[src/rtl/hash_pipeline_prog.sv]
// Programmable H3 hash pipeline: NUM_HASH hashes per address, each the XOR of
// the seed rows selected by the address 1-bits, over a 2-stage valid/ready pipe.
module hash_pipeline_prog #(
  parameter int          W         = 4096,
  parameter int          NUM_HASH  = 4,
  parameter int          HASH_SIZE = $clog2(W),
  parameter int          ADDR_SIZE = 22,
  parameter int          GROUP     = 8,
  parameter logic [15:0] SEED_MULT = 16'h9E37,
  parameter int          HIDX_W    = (NUM_HASH > 1) ? $clog2(NUM_HASH) : 1,
  parameter int          BIDX_W    = $clog2(ADDR_SIZE)
) (
  input  logic                 clk,
  input  logic                 rst_n,
  input  logic                 in_valid,
  output logic                 in_ready,
  input  logic [ADDR_SIZE-1:0] in_addr,
  output logic                 out_valid,
  input  logic                 out_ready,
  output logic [ADDR_SIZE-1:0] out_addr,
  output logic [HASH_SIZE-1:0] hash_value [0:NUM_HASH-1],
  input  logic                 cfg_we,
  input  logic [HIDX_W-1:0]    cfg_hash_idx,
  input  logic [BIDX_W-1:0]    cfg_bit_idx,
  input  logic [HASH_SIZE-1:0] cfg_wdata,
  output logic [HASH_SIZE-1:0] cfg_rdata
);

  localparam int NGROUP = (ADDR_SIZE + GROUP - 1) / GROUP;
  localparam int APAD_W = NGROUP * GROUP;

  function automatic logic [HASH_SIZE-1:0] seed_default(input int i, input int j);
    logic [31:0] p;
    p = 32'(j + 1) * 32'(2 * i + 1) * 32'(SEED_MULT);
    return p[HASH_SIZE-1:0];
  endfunction

  logic [HASH_SIZE-1:0] seed_q    [NUM_HASH][ADDR_SIZE];
  logic [HASH_SIZE-1:0] seed_pad  [NUM_HASH][APAD_W];
  logic [APAD_W-1:0]    addr_pad;

  logic                 s1_valid_q;
  logic [ADDR_SIZE-1:0] s1_addr_q;
  logic [HASH_SIZE-1:0] s1_part_q [NUM_HASH][NGROUP];
  logic [HASH_SIZE-1:0] s1_part_d [NUM_HASH][NGROUP];

  logic                 out_valid_q;
  logic [ADDR_SIZE-1:0] out_addr_q;
  logic [HASH_SIZE-1:0] hash_q    [NUM_HASH];
  logic [HASH_SIZE-1:0] hash_d    [NUM_HASH];
  logic [HASH_SIZE-1:0] cfg_rdata_q;

  logic s2_en, s1_en, accept, idx_ok, wr_ok;

  assign s2_en    = !out_valid_q || out_ready;
  assign s1_en    = !s1_valid_q || s2_en;
  assign in_ready = s1_en && !cfg_we;
  assign accept   = in_valid && in_ready;

  assign idx_ok = (int'(cfg_hash_idx) < NUM_HASH) && (int'(cfg_bit_idx) < ADDR_SIZE);
  assign wr_ok  = cfg_we && idx_ok;

  // Pad the last address group with zero bits and zero seeds so every
  // group is uniformly GROUP wide.
  assign addr_pad = APAD_W'(in_addr);
  for (genvar h = 0; h < NUM_HASH; h++) begin : g_pad_h
    for (genvar j = 0; j < APAD_W; j++) begin : g_pad_j
      if (j < ADDR_SIZE) begin : g_real
        assign seed_pad[h][j] = seed_q[h][j];
      end else begin : g_zero
        assign seed_pad[h][j] = '0;
      end
    end
  end

  always_ff @(posedge clk or negedge rst_n) begin
    if (!rst_n) begin
      for (int i = 0; i < NUM_HASH; i++)
        for (int j = 0; j < ADDR_SIZE; j++)
          seed_q[i][j] <= seed_default(i, j);
    end else if (wr_ok) begin
      seed_q[cfg_hash_idx][cfg_bit_idx] <= cfg_wdata;
    end
  end

  // Read samples the pre-write contents, so a same-cycle write shows next cycle.
  always_ff @(posedge clk or negedge rst_n) begin
    if (!rst_n) cfg_rdata_q <= '0;
    else if (idx_ok) cfg_rdata_q <= seed_q[cfg_hash_idx][cfg_bit_idx];
    else cfg_rdata_q <= '0;
  end

  always_comb begin
    for (int h = 0; h < NUM_HASH; h++)
      for (int g = 0; g < NGROUP; g++)
        s1_part_d[h][g] = '0;
    for (int h = 0; h < NUM_HASH; h++)
      for (int g = 0; g < NGROUP; g++)
        for (int k = 0; k < GROUP; k++)
          if (addr_pad[g*GROUP + k])
            s1_part_d[h][g] = s1_part_d[h][g] ^ seed_pad[h][g*GROUP + k];
  end

  always_ff @(posedge clk or negedge rst_n) begin
    if (!rst_n) begin
      s1_valid_q <= 1'b0;
      s1_addr_q  <= '0;
      for (int h = 0; h < NUM_HASH; h++)
        for (int g = 0; g < NGROUP; g++)
          s1_part_q[h][g] <= '0;
    end else if (s1_en) begin
      s1_valid_q <= accept;
      if (accept) begin
        s1_addr_q <= in_addr;
        s1_part_q <= s1_part_d;
      end
    end
  end

  always_comb begin
    for (int h = 0; h < NUM_HASH; h++) begin
      hash_d[h] = '0;
      for (int g = 0; g < NGROUP; g++)
        hash_d[h] = hash_d[h] ^ s1_part_q[h][g];
    end
  end

  // Output registers only load on a real transfer, so they hold while stalled.
  always_ff @(posedge clk or negedge rst_n) begin
    if (!rst_n) begin
      out_valid_q <= 1'b0;
      out_addr_q  <= '0;
      for (int h = 0; h < NUM_HASH; h++)
        hash_q[h] <= '0;
    end else if (s2_en) begin
      out_valid_q <= s1_valid_q;
      if (s1_valid_q) begin
        out_addr_q <= s1_addr_q;
        hash_q     <= hash_d;
      end
    end
  end

  assign out_valid = out_valid_q;
  assign out_addr  = out_addr_q;
  assign cfg_rdata = cfg_rdata_q;
  always_comb begin
    for (int h = 0; h < NUM_HASH; h++)
      hash_value[h] = hash_q[h];
  end

endmodule

[config.mk]
export PLATFORM = sky130hd
export DESIGN_NAME = hash_pipeline_prog
export DESIGN_NICKNAME = d
export VERILOG_FILES = /design/src/rtl/hash_pipeline_prog.sv
export SDC_FILE = /design/constraint.sdc
export NUM_CORES = 2
export LEC_CHECK = 0
export BUFFER_PORTS_ARGS = -buffer_cell sky130_fd_sc_hd__buf_4
export CAP_MARGIN = 20
export CORE_ASPECT_RATIO = 0.5
export CORE_MARGIN = 2
export CORE_UTILIZATION = 69
export DETAILED_ROUTE_END_ITERATION = 6
export PLACE_DENSITY = 0.86
export SLEW_MARGIN = 20
export SYNTH_ARGS = -nofsm -noshare
export SYNTH_HDL_FRONTEND = slang
export SYNTH_SLANG_ARGS = --single-unit
[constraint.sdc]
create_clock -name clk -period 3.1 [get_ports clk]
set_input_delay 0.31 -clock clk [delete_from_list [all_inputs] [get_ports clk]]
set_output_delay 0.31 -clock clk [all_outputs]
set_load 0.03 [all_outputs]
==> results.toml <==
[sta]
setup_tns_ns = 0
final.setup_skew_ns = 0.0370
final-setup-viol-count = 0
worst_hold_slack_ns = 0.142
achievable-frequency_ghz = 0.387
worst_pin_slew_ns = 1.15
timing.final.crit_period_ns = 2.58
post-route-period-util_pct = 83.3
timing.final.hold_violations = 0
final_max_slew_viol_count = 0
grt_setup_unrepaired = "no"
timing.slew.headroom_pct = 23.2

[yosys]
synth-seq-cells = 1306
netlist_area_sq_um = 71200
syn-mean-instance-area_sq_um = 11.7
synth_enable_flop_cells = 0
post-synth-top-area-fraction_pct = 27.6
synthesis.instances = 6108
ffs_w_async_s_r_synth_pct = 100
ys.flop_type = "sky130_fd_sc_hd__dfrtp_1"
synth_fp_nets = 6154
synth_area_leader_cell = "sky130_fd_sc_hd__dfrtp_1"
ys_top_cells_by_area = "sky130_fd_sc_hd__dfrtp_1, sky130_fd_sc_hd__dfstp_2, sky130_fd_sc_hd__mux2_2"
synth_cell_types = 68
synth-warning-count = 0
yosysSeqAreaShare_pct = 46.8

[drt]
detail_route.iter0.violations = 8078
drt-wirelength-per-cell_um = 31.9
total_drc_errors_in_the_routed_layout = 1
vias_per_cell = 6.90
drtAntennaViolNets = 0
finalWirelength_mm = 245
detail_route.first_pass.iterations = 7
routed-via-count = 52856

[cts]
cts.sink_count = 1306
tritoncts = "done"
number_of_resized_instances_in_the_post_cts_repair_step = 0
number_of_buffers_inserted_by_post_cts_setup_repair = 0
cts-buffers-inserted = 113
clkLatencyLatePin_ns = 0.77
clk_pin_slew_worst_paths_ns = 0.07
ctsHtreeMaxLevel = 3
root_buffer = "sky130_fd_sc_hd__clkbuf_16"
max_buffers_root_to_sink = 3

[worst_setup_path]
critPathTopFamily = "compound AO/OA/AOI/OAI gates"
end_kind = "flip-flop"
regToRegEndpoint = "cfg_rdata[4]"
worst_setup_path_endpoint = "cfg_rdata[4]"
setup.worst_path.start = "seed_pad[268]"
slowest_delay_ns = 0.81
timing.reg2reg.setup_slack_ns = 0.52
crit_path_frequent_cell = "sky130_fd_sc_hd__o21ai_0"
critical_path_arrival_ns = 3.23
start_kind = "flip-flop"
critical_path.slowest_cell = "sky130_fd_sc_hd__o21ai_0"
path_buf_inv = 0
timing.critical_path.cells = "mux4_2 > o21ai_0 > o21ai_0 > or4_1"
timing.critical_path.depth = 4
reg2reg_depth = 4
crit_required_ns = 3.75
criticalPathCategory = "flip-flop to flip-flop"
critical_path_peak_fanout = 3
worst_r2r_startpoint = "seed_pad[268]"

[worst_hold_path]
hp-class = "input port to asynchronous set/reset pin"

[global_routing]
first_global_vias = 52518
groute.layer.met2.usage_pct = 64.2
top_usage_layer = "met2"
globalRoute.totalOverflow = 0
global_route.usage.met3_pct = 20.1
wire_length_of_the_first_global_routing_pass_mm = 356
grt_start_max_net_pins = 144
global_routing_usage_summed_across_all_routing_layers_pct = 46.3
grt.met1_usage_pct = 60.4
antenna_found_initial = 21

[placed_design]
detailedPlacementHpwl_mm = 166
numPortBuffers = 129
placed_cells_incl_taps = 7438
gp_congestion = 1.00
dpl-instance-area_sq_um = 74600

[floorplanning]
io_pins = 130
coreArea_sq_um = 102000
die_w_um = 458
placementRows = 83
floorplan.die.height_um = 231
die_area_sq_um = 106000
initial_core_util_pct = 69.5

[status]
outcome = "complete, but fails checks"
failed_checks = "design-rule violations"

[layout]
finish.net_count = 6241
synthToLayoutAreaGrowth_pct = 10.4
post_route_cells_drive_above_1_share_pct = 39.4
seq_area_sq_um = 33300
multi_input_area_sq_um = 35500
final_cell_area_sq_um = 78600
final-instance-count-excl-fill = 7665
fill_cells = 6182

[run]
drv.max_cap_violation_count = 0

[pwr]
vdd.ir_drop.worst_mv = 0.502
power_density_nw_per_um2 = 573
leakage_power_figure_nw = 32.4
worst min-delay path by stage:
| stage | startpoint | end | slack, ns | cells after the start |
|---|---|---|---|---|
| after floorplan | rst_n | cfg_rdata[0] | 0.01 | 0 |
| after global placement | rst_n | seed_pad[533] | 0.29 | 1 |
| after detailed placement | rst_n | seed_pad[533] | 0.30 | 1 |
| after CTS | in_addr[18] | s1_addr_q[18] | 0.12 | 2 |
| after global routing | in_addr[18] | s1_addr_q[18] | 0.16 | 2 |
| final | rst_n | seed_pad[844] | 0.14 | 2 |
layer usage:
layer / up-vias / share of wire, %
li1: 21001 / -
met1: 26796 / 36
met2: 4032 / 41
met3: 1003 / 16
met4: 24 / 7.2
met5: - / 0.072
through the flow:
step                      power (mW)  setup slack, ns  util (%)
after floorplan                 25.5            0.628         -
after global placement          29.1           -0.205      72.9
after detailed placement        29.5           -0.234      72.9
after CTS                       44.6            0.544      76.7
after global routing            46.1            0.562      76.8
final                           45.0            0.517      76.8
synthesized netlist by cell type (6+ instances only):
| library cell | number |
|---|---|
| sky130_fd_sc_hd__mux2_2 | 1085 |
| sky130_fd_sc_hd__a211oi_1 | 13 |
| sky130_fd_sc_hd__buf_6 | 17 |
| sky130_fd_sc_hd__a211o_1 | 6 |
| sky130_fd_sc_hd__nor2_1 | 203 |
| sky130_fd_sc_hd__buf_4 | 83 |
| sky130_fd_sc_hd__dfrtp_1 | 785 |
| sky130_fd_sc_hd__a32oi_1 | 20 |
| sky130_fd_sc_hd__buf_1 | 24 |
| sky130_fd_sc_hd__buf_2 | 94 |
| sky130_fd_sc_hd__clkbuf_1 | 255 |
| sky130_fd_sc_hd__mux4_2 | 204 |
| sky130_fd_sc_hd__xnor2_1 | 672 |
| sky130_fd_sc_hd__o221ai_1 | 6 |
| sky130_fd_sc_hd__a221oi_1 | 18 |
| sky130_fd_sc_hd__mux2i_1 | 129 |
| sky130_fd_sc_hd__o22ai_1 | 6 |
| sky130_fd_sc_hd__xor2_1 | 336 |
| sky130_fd_sc_hd__a22oi_1 | 44 |
| sky130_fd_sc_hd__and3_1 | 11 |
| sky130_fd_sc_hd__a22o_1 | 11 |
| sky130_fd_sc_hd__nand4_1 | 11 |
| sky130_fd_sc_hd__nor2b_1 | 6 |
| sky130_fd_sc_hd__dfstp_2 | 521 |
| sky130_fd_sc_hd__nand2_1 | 1170 |
| sky130_fd_sc_hd__nand3_1 | 60 |
| sky130_fd_sc_hd__mux2_1 | 16 |
| sky130_fd_sc_hd__a21oi_1 | 157 |
| sky130_fd_sc_hd__o21ai_0 | 71 |
state kept, by name, indices dropped and copies added, names as in the netlist:
| register | count |
|---|---|
| out_addr | 22 |
| seed_pad | 1056 |
| s1_part_q | 144 |
| cfg_rdata | 12 |
| hash_value | 48 |
| out_valid | 1 |
| s1_addr_q | 22 |
| s1_valid_q | 1 |
area by class of cell:
cell class | instances | area share [%]
Antenna cell | 10 | 0.0318
Clock buffer | 155 | 4.14
Clock inverter | 60 | 0.880
Inverter | 3 | 0.0143
Multi-Input combinational cell | 4324 | 45.2
Sequential cell | 1306 | 42.4
Tap cell | 1360 | 2.16
Timing Repair Buffer | 447 | 5.18
cell families (layout without fill, tap and decap cells):
| group | Yosys count | in the layout | synth area share, % |
|---|---|---|---|
| simple gates | 1506 | 1506 | 8.47 |
| mux | 1434 | 1434 | 25.7 |
| flops | 1306 | 1306 | 46.8 |
| xor+xnor | 1008 | 1008 | 12.4 |
| buf+inv | 478 | 665 | 3.35 |
| compound gates | 376 | 376 | 3.27 |
| other cells | 0 | 10 | 0 |
power breakdown:
part           switching (mW)  internal (mW)
clock                    6.93           8.47
sequential               1.39           19.0
combinational            5.66           3.57
total                    14.0           31.0
placed cells by master (no fill, tap or decap), types with 18 or more instances in the layout:
master                      instances
sky130_fd_sc_hd__nand2_1         1169
sky130_fd_sc_hd__dfrtp_1          785
sky130_fd_sc_hd__mux4_2           204
sky130_fd_sc_hd__mux2_2          1085
sky130_fd_sc_hd__clkbuf_8          25
sky130_fd_sc_hd__nor2_1           201
sky130_fd_sc_hd__a21oi_1          155
sky130_fd_sc_hd__clkbuf_16        114
sky130_fd_sc_hd__a32oi_1           20
sky130_fd_sc_hd__xor2_1           336
sky130_fd_sc_hd__a221oi_1          18
sky130_fd_sc_hd__clkinv_2          34
sky130_fd_sc_hd__nand3_1           60
sky130_fd_sc_hd__buf_12            54
sky130_fd_sc_hd__buf_4            388
sky130_fd_sc_hd__a22oi_1           44
sky130_fd_sc_hd__xnor2_1          672
sky130_fd_sc_hd__dfstp_2          521
sky130_fd_sc_hd__mux2i_1          129
sky130_fd_sc_hd__o21ai_0           71
what timing repair did:
item,in CTS,in global routing
hold buffers,2,0
setup endpoints to repair,0,0
endpoints found under the hold margin,148,0
No activity file was read; power rests on OpenSTA's default activity.
